## src/rtl/uart_pkg.sv

```systemverilog
// Shared UART definitions: receiver FSM states, default oversampling ratio
// and frame data width.
package uart_pkg;

    typedef enum logic [1:0] {
        IDLE  = 2'd0,
        START = 2'd1,
        DATA  = 2'd2,
        STOP  = 2'd3
    } uart_state_e;

    localparam int OVERSAMPLE_DEFAULT = 16;
    localparam int UART_DATA_BITS     = 8;

endpackage

```

## src/rtl/uart_rx_os_if.sv

```systemverilog
// Byte-delivery interface of the oversampling receiver: valid/ready holding
// register plus the per-frame status pulses.
interface uart_rx_os_if;
    import uart_pkg::*;

    logic [UART_DATA_BITS-1:0] dout;
    logic                      dout_valid;
    logic                      dout_ready;
    logic                      frame_err;
    logic                      overrun;

    modport master (
        output dout,
        output dout_valid,
        input  dout_ready,
        output frame_err,
        output overrun
    );

    modport slave (
        input  dout,
        input  dout_valid,
        output dout_ready,
        input  frame_err,
        input  overrun
    );

endinterface

```

## src/rtl/uart_baud_tick.sv

```systemverilog
// Oversample tick generator: counts 0..baud_div while enabled and pulses
// tick on the terminal count. Held at zero while disabled so every frame
// starts with a fresh phase.
module uart_baud_tick #(
    parameter int DIV_W = 16
) (
    input  logic             clk,
    input  logic             rst,
    input  logic             enable,
    input  logic [DIV_W-1:0] baud_div,
    output logic             tick
);

    logic [DIV_W-1:0] cnt_r;

    assign tick = enable && (cnt_r == baud_div);

    // Divider counter: cleared when idle, wraps after the terminal count.
    always_ff @(posedge clk or negedge rst) begin
        if (!rst) begin
            cnt_r <= {DIV_W{1'b0}};
        end else if (!enable) begin
            cnt_r <= {DIV_W{1'b0}};
        end else if (cnt_r == baud_div) begin
            cnt_r <= {DIV_W{1'b0}};
        end else begin
            cnt_r <= cnt_r + DIV_W'(1);
        end
    end

endmodule

```

## src/rtl/uart_rx_os.sv

```systemverilog
// Oversampling 8N1 UART receiver. The line is synchronised, the start bit is
// qualified at mid-bit, data bits are captured LSB-first at bit centres and
// the stop bit decides between delivering the byte, flagging a framing error
// or flagging an overrun when the holding register is still occupied.
module uart_rx_os
    import uart_pkg::*;
#(
    parameter int OVERSAMPLE = OVERSAMPLE_DEFAULT,
    parameter int DIV_W      = 16
) (
    input  logic             clk,
    input  logic             rst,
    input  logic             rxd,
    input  logic [DIV_W-1:0] baud_div,
    output logic             busy,
    uart_rx_os_if.master     rx
);

    localparam int SC_W = $clog2(OVERSAMPLE);
    localparam int BI_W = $clog2(UART_DATA_BITS);
    localparam logic [SC_W-1:0] SC_HALF = SC_W'(OVERSAMPLE / 2 - 1);
    localparam logic [SC_W-1:0] SC_LAST = SC_W'(OVERSAMPLE - 1);
    localparam logic [BI_W-1:0] BI_LAST = BI_W'(UART_DATA_BITS - 1);

    // Input path
    logic sync1_r;
    logic rxs_r;
    logic rxd_q_r;
    logic fall_s;

    // Timing
    logic            enable_s;
    logic            tick_s;
    logic            half_tick_s;
    logic            full_tick_s;
    logic [SC_W-1:0] sc_r;
    logic [BI_W-1:0] bit_idx_r;

    // FSM and controls
    uart_state_e state_r;
    uart_state_e state_next_s;
    logic        shift_en_s;
    logic        stop_tick_s;
    logic        sc_clr_s;
    logic        sc_inc_s;
    logic        bit_clr_s;
    logic        bit_inc_s;

    // Data and holding register
    logic [UART_DATA_BITS-1:0] shift_r;
    logic [UART_DATA_BITS-1:0] dout_r;
    logic                      dout_valid_r;
    logic                      frame_err_r;
    logic                      overrun_r;
    logic                      busy_r;
    logic                      load_s;
    logic                      drop_s;
    logic                      ferr_s;

    // A falling edge is only seen when the previous sample was high, so a
    // line held low (break) never retriggers a frame.
    assign fall_s      = rxd_q_r && !rxs_r;
    assign enable_s    = (state_r != IDLE);
    assign half_tick_s = tick_s && (sc_r == SC_HALF);
    assign full_tick_s = tick_s && (sc_r == SC_LAST);

    uart_baud_tick #(
        .DIV_W (DIV_W)
    ) u_baud_tick (
        .clk      (clk),
        .rst      (rst),
        .enable   (enable_s),
        .baud_div (baud_div),
        .tick     (tick_s)
    );

    // Two-flop synchroniser plus edge-detect register, all idling high.
    always_ff @(posedge clk or negedge rst) begin
        if (!rst) begin
            sync1_r <= 1'b1;
            rxs_r   <= 1'b1;
            rxd_q_r <= 1'b1;
        end else begin
            sync1_r <= rxd;
            rxs_r   <= sync1_r;
            rxd_q_r <= rxs_r;
        end
    end

    // FSM state register.
    always_ff @(posedge clk or negedge rst) begin
        if (!rst) begin
            state_r <= IDLE;
        end else begin
            state_r <= state_next_s;
        end
    end

    // FSM next-state logic.
    always_comb begin
        state_next_s = state_r;
        case (state_r)
            IDLE: begin
                if (fall_s) state_next_s = START;
                else        state_next_s = IDLE;
            end
            START: begin
                if (half_tick_s) state_next_s = rxs_r ? IDLE : DATA;
                else             state_next_s = START;
            end
            DATA: begin
                if (full_tick_s && (bit_idx_r == BI_LAST)) state_next_s = STOP;
                else                                       state_next_s = DATA;
            end
            STOP: begin
                if (full_tick_s) state_next_s = IDLE;
                else             state_next_s = STOP;
            end
            default: state_next_s = IDLE;
        endcase
    end

    // FSM output decode: counter controls, shift enable and stop strobe.
    always_comb begin
        shift_en_s  = 1'b0;
        stop_tick_s = 1'b0;
        sc_clr_s    = 1'b0;
        sc_inc_s    = 1'b0;
        bit_clr_s   = 1'b0;
        bit_inc_s   = 1'b0;
        case (state_r)
            IDLE: begin
                sc_clr_s  = 1'b1;
                bit_clr_s = 1'b1;
            end
            START: begin
                bit_clr_s = 1'b1;
                if (half_tick_s) sc_clr_s = 1'b1;
                else             sc_inc_s = tick_s;
            end
            DATA: begin
                if (full_tick_s) begin
                    sc_clr_s   = 1'b1;
                    shift_en_s = 1'b1;
                    bit_inc_s  = 1'b1;
                end else begin
                    sc_inc_s = tick_s;
                end
            end
            STOP: begin
                if (full_tick_s) begin
                    sc_clr_s    = 1'b1;
                    stop_tick_s = 1'b1;
                end else begin
                    sc_inc_s = tick_s;
                end
            end
            default: begin
                sc_clr_s  = 1'b1;
                bit_clr_s = 1'b1;
            end
        endcase
    end

    // Sample counter, bit index and LSB-first shift register.
    always_ff @(posedge clk or negedge rst) begin
        if (!rst) begin
            sc_r      <= {SC_W{1'b0}};
            bit_idx_r <= {BI_W{1'b0}};
            shift_r   <= {UART_DATA_BITS{1'b0}};
        end else begin
            if (sc_clr_s)      sc_r <= {SC_W{1'b0}};
            else if (sc_inc_s) sc_r <= sc_r + SC_W'(1);
            else               sc_r <= sc_r;

            if (bit_clr_s)      bit_idx_r <= {BI_W{1'b0}};
            else if (bit_inc_s) bit_idx_r <= bit_idx_r + BI_W'(1);
            else                bit_idx_r <= bit_idx_r;

            if (shift_en_s) shift_r <= {rxs_r, shift_r[UART_DATA_BITS-1:1]};
            else            shift_r <= shift_r;
        end
    end

    // Stop-bit outcome: deliver, drop as overrun, or flag a framing error.
    always_comb begin
        load_s = 1'b0;
        drop_s = 1'b0;
        ferr_s = 1'b0;
        if (stop_tick_s) begin
            if (!rxs_r)                                  ferr_s = 1'b1;
            else if (!dout_valid_r || rx.dout_ready)     load_s = 1'b1;
            else                                         drop_s = 1'b1;
        end else begin
            load_s = 1'b0;
        end
    end

    // Holding register, status pulses and registered busy.
    always_ff @(posedge clk or negedge rst) begin
        if (!rst) begin
            dout_r       <= {UART_DATA_BITS{1'b0}};
            dout_valid_r <= 1'b0;
            frame_err_r  <= 1'b0;
            overrun_r    <= 1'b0;
            busy_r       <= 1'b0;
        end else begin
            frame_err_r <= ferr_s;
            overrun_r   <= drop_s;
            busy_r      <= (state_next_s != IDLE);
            if (load_s) begin
                dout_r       <= shift_r;
                dout_valid_r <= 1'b1;
            end else if (dout_valid_r && rx.dout_ready) begin
                dout_valid_r <= 1'b0;
            end else begin
                dout_valid_r <= dout_valid_r;
            end
        end
    end

    assign rx.dout       = dout_r;
    assign rx.dout_valid = dout_valid_r;
    assign rx.frame_err  = frame_err_r;
    assign rx.overrun    = overrun_r;
    assign busy          = busy_r;

endmodule

```

## src/flat_wrapper.sv

```systemverilog
// flat-port wrapper written by rule: the top's interface ports become plain ports
module uart_rx_os_flat import uart_pkg::*;
#(
    parameter int OVERSAMPLE = OVERSAMPLE_DEFAULT,
    parameter int DIV_W      = 16
)
  (clk, rst, rxd, baud_div, busy, rx_dout, rx_dout_valid, rx_dout_ready, rx_frame_err, rx_overrun);
  uart_rx_os_if rx_i ();
  input  logic clk;
  input  logic rst;
  input  logic rxd;
  input  logic [DIV_W-1:0] baud_div;
  output logic busy;
  output wire logic [$bits(rx_i.dout)-1:0] rx_dout;
  output wire logic [$bits(rx_i.dout_valid)-1:0] rx_dout_valid;
  input wire logic [$bits(rx_i.dout_ready)-1:0] rx_dout_ready;
  output wire logic [$bits(rx_i.frame_err)-1:0] rx_frame_err;
  output wire logic [$bits(rx_i.overrun)-1:0] rx_overrun;
  assign rx_dout = rx_i.dout;
  assign rx_dout_valid = rx_i.dout_valid;
  assign rx_i.dout_ready = rx_dout_ready;
  assign rx_frame_err = rx_i.frame_err;
  assign rx_overrun = rx_i.overrun;
  uart_rx_os #(.OVERSAMPLE(OVERSAMPLE), .DIV_W(DIV_W)) u_core (.clk(clk), .rst(rst), .rxd(rxd), .baud_div(baud_div), .busy(busy), .rx(rx_i));
endmodule
```

## config.mk

```make
export PLATFORM = sky130hd
export DESIGN_NAME = uart_rx_os_flat
export DESIGN_NICKNAME = d
export VERILOG_FILES = /design/src/rtl/uart_pkg.sv /design/src/rtl/uart_rx_os_if.sv /design/src/rtl/uart_baud_tick.sv /design/src/rtl/uart_rx_os.sv /design/src/flat_wrapper.sv
export SDC_FILE = /design/constraint.sdc
export NUM_CORES = 1
export LEC_CHECK = 0
export ABC_AREA = 1
export BUFFER_PORTS_ARGS = -buffer_cell sky130_fd_sc_hd__buf_4
export CORE_ASPECT_RATIO = 0.6
export CORE_MARGIN = 4
export CORE_UTILIZATION = 57
export DETAILED_ROUTE_END_ITERATION = 6
export HOLD_SLACK_MARGIN = 0.03
export PLACE_DENSITY = 0.79
export SYNTH_ARGS = -nofsm -noshare
export SYNTH_HDL_FRONTEND = slang
export SYNTH_HIERARCHICAL = 1
export SYNTH_SLANG_ARGS = --single-unit
```

## constraint.sdc

```tcl
create_clock -name clk -period 2.37 [get_ports clk]
set_input_delay 0 -clock clk [delete_from_list [all_inputs] [get_ports clk]]
set_output_delay 0 -clock clk [all_outputs]
set_load 0.05 [all_outputs]
```

==> flow_summary.json <==
{
  "holdWs_ns": 0.240,
  "hp-class": "in -> async",
  "worst_setup_path_start_kind": "flip-flop",
  "antenna_found_initial": 0,
  "r2r_slack_ns": 0.28,
  "numCtsBuffers": 5,
  "yosysUniqueCellTypes": 25,
  "path_buf_inv": 1,
  "worstPathArrival_ns": 2.27,
  "fin_crit_ns": 2.09,
  "peakVddDrop_mv": 0.432,
  "share_comb_of_total_power_pct": 10.1,
  "fp.dieH_um": 59.6,
  "cpMostUsedCell": "nor2_1",
  "p_int_mw": 1.46,
  "drt_first_pass_iters": 4,
  "worstMarginPinSlew_ns": 0.599,
  "cts_tree": "done",
  "die_w_um": 94.0,
  "switching_share_pct": 22.4,
  "final_common_cell": "nand2_1",
  "cp_cell_sequence": "nor2_1, nor2_1, nor2_1, nand2_1, nor2_1, nand2_1, nor2_1, nand2_2, clkinv_2, nand2_2, nand2_1, o21ai_1",
  "core_area_sq_um": 4190,
  "insertion_delay_ns": 0.30,
  "wl_um": 4820,
  "wl_per_cell_um": 11.4,
  "dpl-instance-area_sq_um": 2790,
  "yosysWarnings": 6,
  "clk_path_buf_depth": 2,
  "n_antenna_cell": 0,
  "grt.overflow.total": 0,
  "required_ns": 2.55,
  "clockRootBuffer": "clkbuf_8",
  "slew_headroom_pct": 59.7,
  "avgSynthCellArea_sq_um": 7.78,
  "io_buffer_count": 31,
  "switching_power_mw": 0.422,
  "grt_pass1_vias": 1860,
  "rsz0062_at_grt": "false",
  "cts_sinks": 48,
  "hold_violations": 0,
  "skew_ns": 0.00695,
  "synthCells": 325,
  "slowest_delay_ns": 0.44,
  "power-per-cell-area_nw_per_um2": 632,
  "power_mw": 1.88,
  "die_area_sq_um": 5600,
  "p_leak_nw": 1.60,
  "final_cell_mix": "nand2_1 (99), inv_1 (58), dfrtp_1 (45)",
  "finalSetupViolations": 0,
  "antenna_left": 0,
  "cts_max_level": 2,
  "path_max_fanout": 21,
  "crit_path_end_kind": "flip-flop",
  "clk_pin_slew_worst_paths_ns": 0.09,
  "post_cts_buffers": 0,
  "final_cell_area_sq_um": 2980,
  "final_nets": 385,
  "grt_max_degree": 49,
  "synth_area_sq_um": 2530,
  "dr.first_iter.drc_count": 92,
  "ys_seq_area_share_pct": 47.7,
  "p_seq_share_pct": 47.5,
  "drv_cap": 0,
  "ys_ff_latch": 48,
  "outcome": "finished clean",
  "setup_tns_ns": 0,
  "pre_cts_ws_ns": 0.298,
  "vias": 1987,
  "fillers": 355,
  "via_per_inst": 4.71,
  "crit_family": "simple AND/OR/NAND/NOR gates",
  "drive_above_1_share_pct": 16.9,
  "dp_hpwl_um": 3600,
  "rows": 18,
  "cp_slowest_cell": "dfrtp_1",
  "place_congestion": 0.901,
  "initial_core_util_pct": 60.3,
  "grt_first_pass_wirelength_um": 8420,
  "layout_setup_ws_ns": 0.284,
  "power_frac_clock_pct": 42.3,
  "critPathKind": "reg -> reg",
  "fmax_ghz": 0.479,
  "syn_nets": 349,
  "grtUsageTotal_pct": 19.6,
  "drc": 0,
  "area_growth_pct": 17.8,
  "ios": 32,
  "finalCritPeriodShare_pct": 88.0,
  "slew_violations": 0
}
==> timing repair <==
item / CTS / global route
hold buffers: 3 / 0
endpoints found under the hold margin: 48 / 0
resized for setup: 0 / 0
endpoints found under the setup margin: 0 / 0
==> layer usage <==
layer / vias to the layer above / GRT usage [%] / wire length, um
met4: 0 / 5.76 / 17
met2: 50 / 28.5 / 2040
li1: 1049 / - / -
met1: 886 / 29.0 / 2460
met3: 2 / 5.08 / 303
met5: - / 0 / 0
==> final cells by class <==
type,count,area (sq um),share of cell area (%)
flip-flops and latches,48,1200,40.5
clock buffers,5,68.8,2.31
well taps,60,75.1,2.52
clock inverters,3,90.1,3.03
repair buffers,34,263,8.82
inverters,59,223,7.48
multi-input cells,213,1050,35.4
==> power groups by stage <==
stage | Sequential (mW) | Combinational, mW | Clock [mW]
after floorplan | 0.901 | 0.123 | 0
after global placement | 0.909 | 0.181 | 0
after detailed placement | 0.911 | 0.187 | 0
after CTS | 0.894 | 0.193 | 0.817
after global routing | 0.901 | 0.218 | 0.852
final | 0.894 | 0.191 | 0.796
==> metrics by stage <==
step	utilization [%]	cells
finish	71.1	422
floorplan	-	325
detailed placement	66.6	411
CTS	71.1	422
global placement	66.6	411
global route	71.1	422
==> cell families (layout without fill, tap and decap cells) <==
| kind of cell | count (synthesis) | after routing | share of synthesized area (%) |
|---|---|---|---|
| and+or+nand+nor | 174 | 174 | 29.2 |
| buffers and inverters | 64 | 101 | 10.6 |
| DFF | 48 | 48 | 47.7 |
| AOI/OAI and AO/OA | 20 | 20 | 5.30 |
| xor gates and xnor gates | 15 | 15 | 5.20 |
| adders and majority gates | 4 | 4 | 1.98 |
==> state kept, by name (all words and copies together) (netlist names) <==
name and flops:
u_core/busy 1, u_core/rxs_r 1, u_core/shift_r 8, u_core/sc_r 4, u_core/rx.frame_err 1, u_core/bit_idx_r 3
u_core/rxd_q_r 1, u_core/rx.dout_valid 1, u_core/rx.dout 8, u_core/rx.overrun 1, u_core/u_baud_tick/cnt_r 16, u_core/state_r 2
u_core/sync1_r 1
==> Yosys cell counts <==
cell       n  share of area [%]
nand2_1   99                 15
nand2_2    4               0.99
nand4_1    2               0.49
nor3_4     1               0.64
xnor2_1    2               0.69
dfstp_2    3                3.1
inv_1     58                8.6
o21ai_2    9                3.1
nor2_1    44                6.5
nor3_2     1               0.40
nand3_1   15                3.0
nor2_2     1               0.25
buf_2      2               0.40
nand3_4    1               0.69
dfrtp_1   45                 45
nor3_1     4               0.79
o21ai_1    8                1.6
buf_6      2               0.89
nand2_4    1               0.45
clkinv_2   1               0.20
o21ai_0    3               0.59
clkbuf_8   1               0.54
ha_1       4                2.0
xor2_1    13                4.5
nand3b_1   1               0.30
==> path summary, 6_finish.rpt <==
kind                                                 to                   startpoint  depth (start not counted)
min reg2reg                                u_core/rxs_r               u_core/sync1_r                          0
max reg2reg                           u_core/shift_r[1]  u_core/u_baud_tick/cnt_r[9]                         12
min                        u_core/u_baud_tick/cnt_r[14]                          rst                          2
max                                   u_core/shift_r[1]  u_core/u_baud_tick/cnt_r[9]                         12
max in group asynchronous                u_core/sc_r[3]                          rst                          2
min in group clk                         u_core/sync1_r                          rxd                          2
No activity file was read; power rests on OpenSTA's default activity.
